## src/rtl/teller_dispatch.sv

```systemverilog
// ---------------------------------------------------------------------------
// teller_dispatch
//
// Sequencer between the queue people counter and the bank tellers. Whenever
// the queue is non-empty and an open teller is free, it picks a teller
// round-robin, calls it and pulses a dequeue into the counter. It tracks
// per-teller busy state, flags stuck service and counts customers served.
//
// Ports
//   clk            in   1          single clock, rising edge
//   rst_n          in   1          asynchronous, active-low reset
//   Tellers_count  in   2          open tellers; teller i enabled iff i < Tellers_count
//   teller_done    in   N_TELLERS  1-cycle pulse: teller i finished its customer
//   q_empty        in   1          empty flag from the people counter
//   deq            out  1          1-cycle dequeue pulse to the counter
//   call           out  N_TELLERS  one-hot 1-cycle call, coincident with deq
//   busy           out  N_TELLERS  teller i is serving a customer
//   svc_timeout    out  N_TELLERS  teller i busy for >= MAX_SVC cycles
//   served_cnt     out  8          customers dispatched since reset (wraps)
//   dbg_state      out  2          current FSM state (IDLE=0, DISPATCH=1, SETTLE=2)
//
// Handshake: deq/call form a fire-and-forget pulse. The counter and tellers
// have no ready signal; a pulse is a completed transfer in the cycle it is
// high. The SETTLE cycle after each dispatch gives the counter one cycle to
// update q_empty before the next decision is taken.
// ---------------------------------------------------------------------------
module teller_dispatch #(
  parameter int N_TELLERS = 3,
  parameter int SVC_W     = 6,
  parameter int MAX_SVC   = 50
) (
  input  logic                 clk,
  input  logic                 rst_n,
  input  logic [1:0]           Tellers_count,
  input  logic [N_TELLERS-1:0] teller_done,
  input  logic                 q_empty,
  output logic                 deq,
  output logic [N_TELLERS-1:0] call,
  output logic [N_TELLERS-1:0] busy,
  output logic [N_TELLERS-1:0] svc_timeout,
  output logic [7:0]           served_cnt,
  output logic [1:0]           dbg_state
);

  typedef enum logic [1:0] {
    IDLE     = 2'd0,
    DISPATCH = 2'd1,
    SETTLE   = 2'd2
  } state_t;

  state_t               state;
  logic [1:0]           grant_r;
  logic [1:0]           last_grant;
  logic [N_TELLERS-1:0] free;
  logic [1:0]           next_grant;
  logic                 found;
  logic [2:0]           cand;
  logic [SVC_W-1:0]     timer [N_TELLERS];

  assign dbg_state = state;

  // A teller is eligible when it is open and not already serving.
  always_comb begin
    free = '0;
    for (int i = 0; i < N_TELLERS; i++) begin
      free[i] = (2'(i) < Tellers_count) && !busy[i];
    end
  end

  // Round-robin search starting just after the last granted teller.
  always_comb begin
    next_grant = '0;
    found      = 1'b0;
    cand       = '0;
    for (int k = 1; k <= N_TELLERS; k++) begin
      cand = {1'b0, last_grant} + 3'(k);
      if (cand >= 3'(N_TELLERS)) cand = cand - 3'(N_TELLERS);
      for (int j = 0; j < N_TELLERS; j++) begin
        if (!found && cand == 3'(j) && free[j]) begin
          found      = 1'b1;
          next_grant = 2'(j);
        end
      end
    end
  end

  // Sequencer FSM. deq/call are registered so they are high exactly while
  // the FSM sits in DISPATCH; an async reset drops them at once.
  always_ff @(posedge clk or negedge rst_n) begin
    if (!rst_n) begin
      state      <= IDLE;
      grant_r    <= '0;
      last_grant <= 2'(N_TELLERS - 1);
      deq        <= 1'b0;
      call       <= '0;
      served_cnt <= '0;
    end else begin
      deq  <= 1'b0;
      call <= '0;
      case (state)
        IDLE: begin
          if (!q_empty && found) begin
            grant_r <= next_grant;
            deq     <= 1'b1;
            call    <= {{(N_TELLERS-1){1'b0}}, 1'b1} << next_grant;
            state   <= DISPATCH;
          end
        end
        DISPATCH: begin
          last_grant <= grant_r;
          served_cnt <= served_cnt + 8'd1;
          state      <= SETTLE;
        end
        SETTLE: begin
          state <= IDLE;
        end
        default: begin
          state <= IDLE;
        end
      endcase
    end
  end

  // Per-teller busy flag and service timer. A grant in DISPATCH wins over a
  // done pulse for the same teller; otherwise done clears busy and timer.
  always_ff @(posedge clk or negedge rst_n) begin
    if (!rst_n) begin
      busy <= '0;
      for (int i = 0; i < N_TELLERS; i++) timer[i] <= '0;
    end else begin
      for (int i = 0; i < N_TELLERS; i++) begin
        if (state == DISPATCH && grant_r == 2'(i)) begin
          busy[i] <= 1'b1;
        end else if (teller_done[i]) begin
          busy[i] <= 1'b0;
        end

        if (teller_done[i] && !(state == DISPATCH && grant_r == 2'(i))) begin
          timer[i] <= '0;
        end else if (busy[i] && timer[i] != SVC_W'(MAX_SVC)) begin
          timer[i] <= timer[i] + 1'b1;
        end
      end
    end
  end

  // Timer saturates at MAX_SVC, so the flag holds until done or reset.
  always_comb begin
    svc_timeout = '0;
    for (int i = 0; i < N_TELLERS; i++) begin
      svc_timeout[i] = (timer[i] == SVC_W'(MAX_SVC));
    end
  end

endmodule

```

## config.mk

```make
export PLATFORM = sky130hd
export DESIGN_NAME = teller_dispatch
export DESIGN_NICKNAME = d
export VERILOG_FILES = /design/src/rtl/teller_dispatch.sv
export SDC_FILE = /design/constraint.sdc
export NUM_CORES = 1
export LEC_CHECK = 0
export CAP_MARGIN = 0
export CELL_PAD_IN_SITES_DETAIL_PLACEMENT = 1
export CELL_PAD_IN_SITES_GLOBAL_PLACEMENT = 1
export CORE_ASPECT_RATIO = 0.6
export CORE_MARGIN = 3
export CORE_UTILIZATION = 42
export DETAILED_ROUTE_END_ITERATION = 8
export PLACE_DENSITY = 0.84
export SLEW_MARGIN = 20
export SYNTH_ARGS = -nofsm -noshare
export SYNTH_HDL_FRONTEND = slang
export SYNTH_SLANG_ARGS = --single-unit
```

## constraint.sdc

```tcl
create_clock -name clk -period 2.7 [get_ports clk]
set_input_delay 0.54 -clock clk [delete_from_list [all_inputs] [get_ports clk]]
set_output_delay 0.54 -clock clk [all_outputs]
set_load 0.005 [all_outputs]
```

* Yosys cells after proc, flatten, opt, wreduce, memory -nomap -nowiden
Index checks and enable logic that the tools add are counted.
** Storage, ports and cells
- Flip-flop bits (word level) :: 39
- Input port bits :: 8
- Logic and storage cells :: 140
** Operators by class
- Add/sub/neg operators :: 10
- $lt $le $gt $ge :: 6
- Equality and inequality tests :: 16
- Shift operators :: 1
- Multiplexer cells :: 38
- Reduce and logical (&&, ||, !) cells :: 57
** Operator list (number)
- 2-to-1 mux 6 bit :: 6
- logical AND 1 bit :: 30
- adder 6 x 1 -> 6 bit, second input constant :: 3
- equality test 6 bit, second input constant :: 3
- 2-to-1 mux 1 bit :: 18
- inequality test 6 bit, second input constant :: 3
- 2-to-1 mux 2 bit :: 8
- zero test 1 bit :: 15
- 2-to-1 mux 3 bit :: 5
- nonzero test 2 bit :: 6
- equality test 3 x 1 -> 1 bit, second input constant :: 3
- equality test 3 x 2 -> 1 bit, second input constant :: 3
- >= comparator 3 x 2 -> 1 bit, second input constant :: 3
- zero test 3 bit :: 3
- subtractor 3 x 2 -> 3 bit, second input constant :: 3
- adder 8 x 1 -> 8 bit, second input constant :: 1
- adder 2 x 2 -> 3 bit, second input constant :: 2
- equality test 2 x 1 -> 1 bit, second input constant :: 2
- zero test 2 bit :: 2
- less-than comparator 1 x 2 -> 1 bit, first input constant :: 2
- case mux 2 bit (2 select lines) :: 1
- adder 2 x 1 -> 3 bit, second input constant :: 1
- << shifter 1 x 2 -> 3 bit, first input constant :: 1
- equality test 2 bit, second input constant :: 1
- 3 further kinds :: 3

* Logic depth before layout (Yosys ltp)
Gate-level depths: netlist (run 1).
- Depth in word-level cells :: 41
- Mapped depth :: 6

* Worst setup path after synthesis (run 1)
Ideal clock, no wire load.
- Path kind :: register to register
- From :: reg last_grant[1]
- To :: reg grant_r[1]
- Library setup time :: 0.121 ns
- Arrival time :: 2.068 ns
- Required time :: 2.579 ns
- Setup slack :: 0.510 ns
- Cell stages (with the launch flop) :: 7
- Buffers on the path :: 0
- Period minus slack after synthesis :: 2.190 ns
- Cells stage by stage :: dfstp_2 inv_1 ha_1 or3_1 a222oi_1 a31oi_1 o22a_1
** On the way
- Longest elaborated chain between the ends :: 40
- Elaborated cells between the ends (all ways) :: 64
- Those cells by class :: add/sub (6); order compare (3); eq/ne (6); mux (19); reduce/logical (30)
** Ends and longest elaborated chain
- start, declared :: RTL line 53 : logic [1:0] last_grant;
- start signal, assigned :: RTL line 93 : last_grant <= 2'(N_TELLERS - 1);
- start signal, assigned :: RTL line 110 : last_grant <= grant_r;
- adder 2 x 1 -> 3 bit :: RTL line 76 : cand = {1'b0, last_grant} + 3'(k);
- subtractor 3 x 2 -> 3 bit / >= comparator 3 x 2 -> 1 bit (equally long branches) :: RTL line 77 : if (cand >= 3'(N_TELLERS)) cand = cand - 3'(N_TELLERS);
- 2-to-1 mux 3 bit :: RTL line 77
- zero test 3 bit :: RTL line 79 : if (!found && cand == 3'(j) && free[j]) begin
- logical AND 1 bit :: RTL line 79
- 2-to-1 mux 1 bit :: RTL line 79
- zero test 1 bit :: RTL line 79
- logical AND 1 bit (2 in series) :: RTL line 79
- (+21 left out)
- zero test 1 bit :: RTL line 79
- logical AND 1 bit (2 in series) :: RTL line 79
- 2-to-1 mux 1 bit :: RTL line 79
- zero test 1 bit :: RTL line 79
- logical AND 1 bit (2 in series) :: RTL line 79
- 2-to-1 mux 1 bit :: RTL line 79
- logical AND 1 bit :: RTL line 102 : if (!q_empty && found) begin
- AND reduction 2 bit (no line)
- end signal, assigned :: RTL line 103 : grant_r <= next_grant;
- end, declared :: RTL line 52 : logic [1:0] grant_r;
Parallel ways exist; a longest one is shown, timed or not.
A chain may end at the register's enable or synchronous reset.

* Worst setup path after layout (run 1)
- From :: reg timer[0] (netlist name)
- To :: out svc_timeout[2]
** On the way
- Longest elaborated chain between the ends :: 1
** Ends and longest elaborated chain
- start, declared :: RTL line 58 : logic [SVC_W-1:0] timer [N_TELLERS];
- start signal, assigned by index :: RTL line 141 : timer[i] <= timer[i] + 1'b1;
- equality test 6 bit :: RTL line 151 : svc_timeout[i] = (timer[i] == SVC_W'(MAX_SVC));
- end, declared :: RTL line 40 : output logic [N_TELLERS-1:0] svc_timeout,
Every way passes these cells.

==> out/metrics.csv, run 1 <==
stage,metric,value,unit
run_status,status,"complete, no violations",
pwr,P_int,1420,uW
synthesis,"Seq/Total Area, Yosys",49.6,%
synthesis,Synth top area share,48.2,%
critical_path,slowest CP cell,clkdlybuf4s50_1,
critical_path,Top delay family on crit path,buffers and inverters,
finish,Area growth syn-to-layout,22.5,%
finish,Final nets,246,
sta,final hold violations,0,
sta,Sum Neg Setup Slack,0,ns
critical_path,Worst EP required,2.16,ns
critical_path,Worst R2R End,grant_r[1],
floorplan,Core Region,4300,um^2
synthesis,syn avg cell area,10.2,um^2
drt,first drt pass iteration count,4,
synthesis,Netlist cell types,41,
global_routing,vias in the first global route,1629,
critical_path,"Max FO, Critical Path",3,
global_routing,initial antenna violation count,0,
pwr,total chip power,2240,uW
critical_path,max incr delay on CP,0.49,ns
synthesis,"top cells by area, synth","dfrtp_1 (48%), ha_1 (7.6%), xnor2_1 (5.3%), nand2_1 (3.8%), nor2_1 (3.6%)",
synthesis,"EDFF count, synth",0,
sta,Final Max Slew Viols,0,
floorplan,Die Ht,59.1,um
drt,drt wl/cell,16.7,um
finish,number of filler cells placed in the layout,485,
global_routing,Total GRT Usage,19.3,%
drt,Remaining DRCs,0,
sta,Worst Max-Slew Pin Slew,0.850,ns
critical_path,CP bufs+invs,2,
pwr,PD cells,929,nW/um^2
floorplan,die area,5580,um^2
critical_path,Critical path origin,timer[0],
critical_path,Startpoint Class,flop,
critical_path,Setup Crit Path Kind,flop to primary output,
synthesis,Seq cells post-synth,39,
placement,DP HPWL,3600,um
cts,Clock Sinks,39,
sta,Final period util,89.0,%
cts,CTS Hold Buffers Added,0,
critical_path,origin of the critical flop-to-flop path,last_grant[1],
synthesis,most frequent cell after synthesis,dfrtp_1,
pwr,net switching power,821,uW
sta,Rel. slew slack,43.3,%
drt,drt total wl,4800,um
cts,H-tree Lvls,2,
sta,unrepaired setup endpoints after global routing,no,
placement,IO Port Bufs,27,
pwr,Leak,0.00107,uW
cts,# resized after CTS,0,
critical_path,Crit path arrival time,1.86,ns
pwr,Comb power frac,39.8,%
pwr,clock share of power,19.3,%
finish,layout cell share with drive strength beyond 1,8.37,%
sta,clk_skew,0.00365,ns
pwr,Worst VDD drop,0.000370,V
finish,"non-filler cells, final",287,
cts,clk root buf,clkbuf_8,
cts,CTS tree,built,
floorplan,Initial Utilization,45.8,%
cts,Clock transition at path regs,0.07,ns
floorplan,Core Rows,18,
cts,Post-CTS Setup Repair Bufs,0,
cts,CTS Buffer Depth,2,
synthesis,Mapped Cells,194,
critical_path,R2R cell count,6,
sta,min Tclk post-route,2.40,ns
sta,Peak Freq,416,MHz
placement,Placer Congestion,0.843,
synthesis,asr flop ratio synth,100,%
sta,final setup vio count,0,
critical_path,critical path capture point type,primary output,
global_routing,largest net degree at the start of global routing,40,
synthesis,synthesized area,1970,um^2
floorplan,Die X,94.5,um
worst_hold_path,Hold Crit Class,primary input to async pin,
global_routing,first-pass GRT wire length,8160,um
synthesis,post-synth top area cell,dfrtp_1,
finish,n_diodes,0,
finish,Util after Layout,56.2,%
drt,Post-DRT Antenna Nets,0,
cts,cts bufs inserted,5,
placement,Placed Cells incl. Taps,279,
global_routing,grt ovf,0,
floorplan,IO Pins,28,
cts,Worst-Skew Late Latency,0.29,ns
drt,Via density,5.32,
synthesis,ys flop type,dfrtp_1,
drt,routed vias,1528,
synthesis,"top cells by count, synth","dfrtp_1 (38), nand2_1 (20), nor2_1 (19)",
drt,1st-iter DRT viols,78,
synthesis,yosys warns,0,
pwr,Reg power frac,40.8,%
flow_run,Max Cap Violations,0,
pwr,Net Sw Frac,36.6,%
critical_path,crit-path cells,inv_1 -> ha_1 -> and4b_1 -> and2_1 -> clkdlybuf4s50_1,
critical_path,FF-to-FF setup slack,0.48,ns
synthesis,syn nets,214,
worst max path at each step:
stage | to | slack [ns] | depth (start not counted)
6_report | svc_timeout[2] | 0.30 | 5
5_1_grt | svc_timeout[1] | 0.21 | 5
4_1_cts | svc_timeout[2] | 0.28 | 5
3_5_place_dp | grant_r[1] | 0.46 | 5
3_3_place_gp | grant_r[1] | 0.51 | 5
2_1_floorplan | grant_r[1] | 0.51 | 6
worst register-to-register path, cell delays in order, from the launching register on:
cell      delay, ns
dfstp_2        0.55
inv_1          0.09
ha_1           0.24
or3_1          0.35
a222oi_1       0.40
a31oi_1        0.23
o22a_1         0.25
power by group through the flow:
stage / registers (uW) / clock network, uW / logic, uW
after global placement: 918 / 0 / 840
final: 917 / 433 / 895
after global routing: 946 / 468 / 995
after floorplan: 871 / 0 / 531
after CTS: 922 / 442 / 897
after detailed placement: 930 / 0 / 879
routing by layer:
metal / GRT usage [%] / part of all wire (%) / vias to the layer above
met5: 0 / 0 / -
met4: 5.54 / 1.3 / 0
met3: 4.06 / 4.5 / 7
met2: 30.3 / 46 / 38
met1: 27.3 / 48 / 752
li1: - / - / 731
state kept, by name (all words and copies together) (netlist names):
register / flops
deq: 1
served_cnt: 8
timer: 18
call: 3
dbg_state: 2
last_grant: 2
busy: 3
grant_r: 2
area by class of cell:
type / count / area, um^2 / area share [%]
repair buffers: 29 / 280 / 11.6
clock buffers: 7 / 96.3 / 3.99
clock inverters: 1 / 7.51 / 0.311
multi-input cells: 139 / 935 / 38.7
flip-flops and latches: 39 / 977 / 40.4
well taps: 60 / 75.1 / 3.11
inverters: 12 / 45.0 / 1.86
cells by family after synthesis:
group	synth area share, %
and+or+nand+nor	20.3
DFF	49.6
AOI/OAI and AO/OA	11.5
xor gates and xnor gates	7.99
buffers and inverters	3.05
adders and majority gates	7.61
placed cells by master, fill, tap and decap left out, types with 4 or more instances in the layout:
master,count
a21oi_1,8
and2_1,4
clkbuf_8,7
clkdlybuf4s50_1,26
dfrtp_1,38
ha_1,12
inv_1,12
nand2_1,20
nand4_1,9
nor2_1,19
nor2b_1,4
o21ai_0,5
xnor2_1,12
xor2_1,6
through the flow:
stage                     hold slack [ns]  cell area [um^2]  worst slack (ns)
after floorplan                     0.244              1970             0.510
after global placement              0.460              2310             0.513
after detailed placement            0.473              2310             0.465
after CTS                           0.398              2420             0.283
after global routing                0.416              2420             0.209
final                               0.355              2420             0.297
(Power assumes the default switching activity.)
==> inputs of run 2 (changes only) <==
--- a/config.mk
+++ b/config.mk
@@ -13,6 +13,7 @@
 export CORE_UTILIZATION = 42
 export DETAILED_ROUTE_END_ITERATION = 8
 export PLACE_DENSITY = 0.84
+export RECOVER_POWER = 25
 export SLEW_MARGIN = 20
 export SYNTH_ARGS = -nofsm -noshare
 export SYNTH_HDL_FRONTEND = slang
==> run 2 against run 1 <==
Compared with the run above:
- the flow now finishes with violations (capacitance limit, slew limit)
- total power about the same
- fmax barely moved
- routed wire length about the same
- cell area barely moved
- combinational power hardly changed
- utilization about the same
- die area did not move
- critical path type unchanged
- critical endpoint unchanged
- largest cell class unchanged
- highest routed layer unchanged
==> out/metrics.csv, run 2 (synthesized netlist as in run 1, its figures left out) <==
stage,metric,value,unit,change
finish,n_diodes,0,,unchanged
floorplan,IO Pins,28,,unchanged
global_routing,grt ovf,0,,unchanged
critical_path,Setup Crit Path Kind,flop to primary output,,
floorplan,Core Region,4300,um^2,unchanged
sta,Worst Max-Slew Pin Slew,2.04,ns,+1.19 ns
sta,Sum Neg Setup Slack,0,ns,unchanged
placement,Placer Congestion,0.843,,unchanged
finish,Largest regs,"timer (18), served_cnt (8)",,
flow_run,Max Cap Violations,1,,+1
placement,DP HPWL,3600,um,unchanged
critical_path,critical path capture point type,primary output,,
sta,Final period util,89.0,%,about the same
drt,first drt pass iteration count,4,,unchanged
finish,Largest register FFs,18,,unchanged
cts,H-tree Lvls,2,,unchanged
finish,"commonest non-fill, non-tap cell in the layout",dfrtp_1,,
run_status,failing checks,"capacitance limit, slew limit",,
floorplan,Core Rows,18,,unchanged
drt,drt wl/cell,16.7,um,about the same
global_routing,largest net degree at the start of global routing,40,,unchanged
global_routing,first-pass GRT wire length,8160,um,unchanged
global_routing,Total GRT Usage,19.3,%,unchanged
critical_path,"Max FO, Critical Path",3,,unchanged
sta,unrepaired setup endpoints after global routing,no,,
sta,min Tclk post-route,2.40,ns,+0.000315 ns
cts,Worst-Skew Late Latency,0.29,ns,about the same
sta,final setup vio count,0,,unchanged
sta,final hold violations,0,,unchanged
cts,Post-CTS Setup Repair Bufs,0,,unchanged
floorplan,die area,5580,um^2,unchanged
pwr,Leak,0.00107,uW,-0.26%
sta,Rel. slew slack,-36.1,%,-79 points
critical_path,Startpoint Class,flop,,
sta,Final Max Slew Viols,40,,+40
floorplan,Die Ht,59.1,um,unchanged
finish,number of filler cells placed in the layout,484,,-0.21%
finish,Area growth syn-to-layout,22.5,%,about the same
sta,Peak Freq,416,MHz,about the same
cts,# resized after CTS,0,,unchanged
critical_path,FF-to-FF setup slack,0.49,ns,about the same
pwr,Worst VDD drop,0.000370,V,about the same
critical_path,Worst EP required,2.16,ns,about the same
finish,Final nets,246,,unchanged
pwr,total chip power,2240,uW,about the same
cts,Clock transition at path regs,0.07,ns,about the same
pwr,PD cells,929,nW/um^2,about the same
drt,Remaining DRCs,0,,unchanged
floorplan,Initial Utilization,45.8,%,unchanged
floorplan,Die X,94.5,um,unchanged
drt,routed vias,1532,,+0.26%
drt,1st-iter DRT viols,78,,unchanged
finish,"Most flops, register",timer,,
cts,cts bufs inserted,5,,unchanged
critical_path,Crit path arrival time,1.86,ns,about the same
placement,IO Port Bufs,27,,unchanged
drt,Via density,5.34,,+0.26%
drt,Post-DRT Antenna Nets,0,,unchanged
cts,clk root buf,clkbuf_8,,
finish,most frequent cells in the layout,"dfrtp_1 (38), clkdlybuf4s50_1 (26), nand2_1 (20)",,
cts,CTS Hold Buffers Added,0,,unchanged
cts,CTS Buffer Depth,2,,unchanged
drt,drt total wl,4800,um,about the same
global_routing,vias in the first global route,1629,,unchanged
worst_hold_path,Hold Crit Class,flop to flop,,
cts,Clock Sinks,39,,unchanged
run_status,status,"finished, violations left",,
sta,clk_skew,0.00364,ns,-0.00000488 ns
cts,CTS tree,built,,
global_routing,initial antenna violation count,0,,unchanged
finish,layout cell share with drive strength beyond 1,7.93,%,-0.44 points
==> run 2: final cells by class <==
| class | instances | area [um^2] | share of cell area, % |
|---|---|---|---|
| Timing Repair Buffer | 29 | 279 | 11.6 |
| Clock buffer | 7 | 96.3 | 3.99 |
| Multi-Input combinational cell | 139 | 935 | 38.7 |
| Tap cell | 60 | 75.1 | 3.11 |
| Clock inverter | 1 | 7.51 | 0.311 |
| Inverter | 12 | 45.0 | 1.87 |
| Sequential cell | 39 | 977 | 40.5 |
==> run 2: per-stage QoR <==
stage	instances	hold WS, ns	utilization [%]	setup WS, ns	instance area, um^2
after floorplan	194	0.244	-	0.510	1970
after global placement	279	0.460	53.8	0.513	2310
after global routing	287	0.500	56.1	0.209	2410
final	287	0.478	56.1	0.297	2410
after detailed placement	279	0.473	53.8	0.465	2310
after CTS	287	0.398	56.2	0.283	2420
==> run 2: layer usage <==
layer / GRT usage (%) / part of all wire, % / up-vias
li1: - / - / 731
met1: 27.3 / 48 / 760
met2: 30.3 / 46 / 34
met3: 4.06 / 4.3 / 7
met4: 5.54 / 1.3 / 0
met5: 0 / 0 / -
==> run 2: power by group <==
group | total, uW | switching (uW) | internal, uW | leakage (uW)
clock | 433 | 201 | 232 | 0.0000505
combinational | 894 | 441 | 454 | 0.000497
sequential | 917 | 179 | 737 | 0.000521
==> run 2: critical path: stages (launching register included) <==
cell and delay, ns:
dfrtp_1 0.41, inv_1 0.11, ha_1 0.16, and4b_1 0.26
and2_1 0.14, clkdlybuf4s50_1 0.49
==> run 2: path summary, 6_finish.rpt <==
kind	startpoint	end	cells past startpoint
min in group asynchronous	rst_n	timer[17]	1
worst min-delay path	served_cnt[7]	served_cnt[7]	1
max in group asynchronous	rst_n	timer[5]	1
worst max-delay path	timer[0]	svc_timeout[2]	5
worst max register to register	last_grant[1]	grant_r[1]	6
worst min register to register	served_cnt[7]	served_cnt[7]	1
==> inputs of run 3 (changes only) <==
--- a/config.mk
+++ b/config.mk
@@ -9,11 +9,11 @@
 export CELL_PAD_IN_SITES_DETAIL_PLACEMENT = 1
 export CELL_PAD_IN_SITES_GLOBAL_PLACEMENT = 1
 export CORE_ASPECT_RATIO = 0.6
-export CORE_MARGIN = 3
 export CORE_UTILIZATION = 42
 export DETAILED_ROUTE_END_ITERATION = 8
-export PLACE_DENSITY = 0.84
+export PLACE_DENSITY = 0.87
 export RECOVER_POWER = 25
+export SKIP_LAST_GASP = 1
 export SLEW_MARGIN = 20
 export SYNTH_ARGS = -nofsm -noshare
 export SYNTH_HDL_FRONTEND = slang
==> run 3 against run 2 <==
Compared with the run above:
- the run still ends with capacitance limit, slew limit left
- utilization up 0.32 points
- via count rose by 1.8%
- die area fell by 11%
- sequential power about the same
- combinational power is 1% higher
- cell area rose by 0.57%
- routed wire length down 1.8%
- non-clock buffer count stayed put
- largest power group unchanged
- critical path type unchanged
- worst setup slack lost 0.020 ns
- sequential share of layout area is 0.23 points lower
- first-iteration DRC count shrank 40%
==> out/metrics.csv, run 3 (synthesized netlist as in run 1, its figures left out) <==
stage,metric,value,unit,change
cts,clk root buf,clkbuf_8,,
drt,Post-DRT Antenna Nets,0,,unchanged
critical_path,origin of the critical flop-to-flop path,last_grant[1],,
pwr,Worst VDD drop,0.000450,V,+22%
sta,final setup vio count,0,,unchanged
floorplan,Core Region,4300,um^2,unchanged
pwr,clock share of power,21.9,%,+2.6 points
global_routing,Total GRT Usage,20.8,%,+1.5 points
floorplan,Die Ht,55.1,um,-6.8%
finish,number of filler cells placed in the layout,475,,-1.9%
sta,Worst Max-Slew Pin Slew,2.11,ns,+0.0724 ns
cts,Clock transition at path regs,0.08,ns,about the same
critical_path,Setup Crit Path Kind,flop to primary output,,
finish,"Most flops, register",timer,,
finish,"commonest non-fill, non-tap cell in the layout",dfrtp_1,,
critical_path,Crit path arrival time,1.88,ns,+0.02 ns
finish,Area growth syn-to-layout,23.2,%,
placement,Placer Congestion,0.870,,+3.2%
pwr,PD cells,958,nW/um^2,+3.1%
run_status,status,"finished, violations left",,
sta,min Tclk post-route,2.42,ns,+0.0198 ns
pwr,net switching power,836,uW,+1.8%
cts,CTS tree,built,,
sta,Peak Freq,413,MHz,-0.82%
placement,IO Port Bufs,27,,unchanged
worst_hold_path,Hold Crit Class,flop to flop,,
cts,Clock Sinks,39,,unchanged
sta,unrepaired setup endpoints after global routing,no,,
drt,routed vias,1560,,+1.8%
critical_path,Startpoint Class,flop,,
drt,Remaining DRCs,0,,unchanged
cts,# resized after CTS,0,,unchanged
finish,layout cell share with drive strength beyond 1,7.93,%,unchanged
worst_hold_path,Hold Path Origin,served_cnt[7],,
critical_path,Critical path origin,timer[12],,
floorplan,Core Rows,18,,unchanged
global_routing,initial antenna violation count,0,,unchanged
cts,H-tree Lvls,2,,unchanged
drt,first drt pass iteration count,4,,unchanged
cts,cts bufs inserted,5,,unchanged
cts,CTS Hold Buffers Added,0,,unchanged
critical_path,"Max FO, Critical Path",3,,unchanged
sta,final hold violations,0,,unchanged
placement,DP HPWL,3500,um,-2.8%
finish,Util after Layout,56.5,%,+0.32 points
floorplan,Die X,90.5,um,-4.2%
global_routing,first-pass GRT wire length,7760,um,-4.9%
sta,Sum Neg Setup Slack,0,ns,unchanged
finish,Register Area,977,um^2,unchanged
pwr,Net Sw Frac,35.9,%,-0.66 points
cts,Worst-Skew Late Latency,0.29,ns,about the same
floorplan,Initial Utilization,45.8,%,unchanged
pwr,Leak,0.00108,uW,+1.0%
pwr,Reg power frac,39.3,%,-1.6 points
drt,drt wl/cell,16.4,um,-1.8%
finish,most frequent cells in the layout,"dfrtp_1 (38), clkdlybuf4s50_1 (26), nand2_1 (20)",,
critical_path,FF-to-FF setup slack,0.46,ns,-0.03 ns
finish,Largest register FFs,18,,unchanged
run_status,failing checks,"capacitance limit, slew limit",,
sta,Final Max Slew Viols,40,,unchanged
drt,1st-iter DRT viols,47,,-40%
drt,drt total wl,4710,um,-1.8%
sta,Rel. slew slack,-40.9,%,-4.8 points
sta,hold_ws,0.482,ns,+0.00387 ns
finish,Multi-input gate area,935,um^2,unchanged
cts,CTS Buffer Depth,2,,unchanged
global_routing,vias in the first global route,1551,,-4.8%
finish,Largest regs,"timer (18), served_cnt (8)",,
sta,Final period util,89.7,%,+0.73 points
global_routing,largest net degree at the start of global routing,40,,unchanged
finish,n_diodes,0,,unchanged
critical_path,Worst EP required,2.16,ns,about the same
sta,clk_skew,0.0105,ns,+0.00691 ns
finish,Final nets,246,,unchanged
pwr,P_int,1490,uW,+4.8%
floorplan,IO Pins,28,,unchanged
floorplan,die area,4980,um^2,-11%
global_routing,grt ovf,0,,unchanged
drt,Via density,5.44,,+1.8%
critical_path,critical path capture point type,primary output,,
flow_run,Max Cap Violations,1,,unchanged
pwr,Comb power frac,38.8,%,-1.0 points
cts,Post-CTS Setup Repair Bufs,0,,unchanged
run 3: layout make-up:
cell class | instances | area share (%)
Clock inverter | 2 | 1.44
Clock buffer | 6 | 3.40
Timing Repair Buffer | 29 | 11.5
Inverter | 12 | 1.85
Sequential cell | 39 | 40.2
Tap cell | 60 | 3.09
Multi-Input combinational cell | 139 | 38.5
run 3: power groups by stage:
stage | Sequential (uW) | Clock [uW] | Combinational (uW)
2_1_floorplan | 871 | 0 | 531
3_3_place_gp | 917 | 0 | 833
3_5_place_dp | 926 | 0 | 886
4_1_cts | 915 | 524 | 904
5_1_grt | 938 | 541 | 991
6_report | 914 | 509 | 904
run 3: per-stage QoR:
step | cell area [um^2] | total power, uW | std cells | worst slack (ns)
5_1_grt | 2430 | 2470 | 287 | 0.185
3_5_place_dp | 2310 | 1810 | 279 | 0.406
2_1_floorplan | 1970 | 1400 | 194 | 0.510
4_1_cts | 2430 | 2340 | 287 | 0.263
6_report | 2430 | 2330 | 287 | 0.277
3_3_place_gp | 2310 | 1750 | 279 | 0.513
run 3: critical path, cell delays in order, from the launching register on:
cell,delay (ns)
dfrtp_1,0.41
inv_1,0.10
ha_1,0.16
and4b_1,0.26
and2_1,0.16
clkdlybuf4s50_1,0.51
run 3: worst paths after layout:
check,end,cells after the start
worst max register to register,grant_r[1],6
worst max-delay path,svc_timeout[0],5
max in group asynchronous,timer[6],1
worst min register to register,served_cnt[7],1
worst min-delay path,served_cnt[7],1
min in group asynchronous,timer[16],1
run 3: per-layer routing:
layer / track usage (%) / wire [um] / up-vias
met2: 34.8 / 2130 / 31
met3: 4.51 / 170 / 11
met1: 27.1 / 2320 / 787
li1: - / - / 731
met5: 0 / 0 / -
met4: 8.33 / 94 / 0
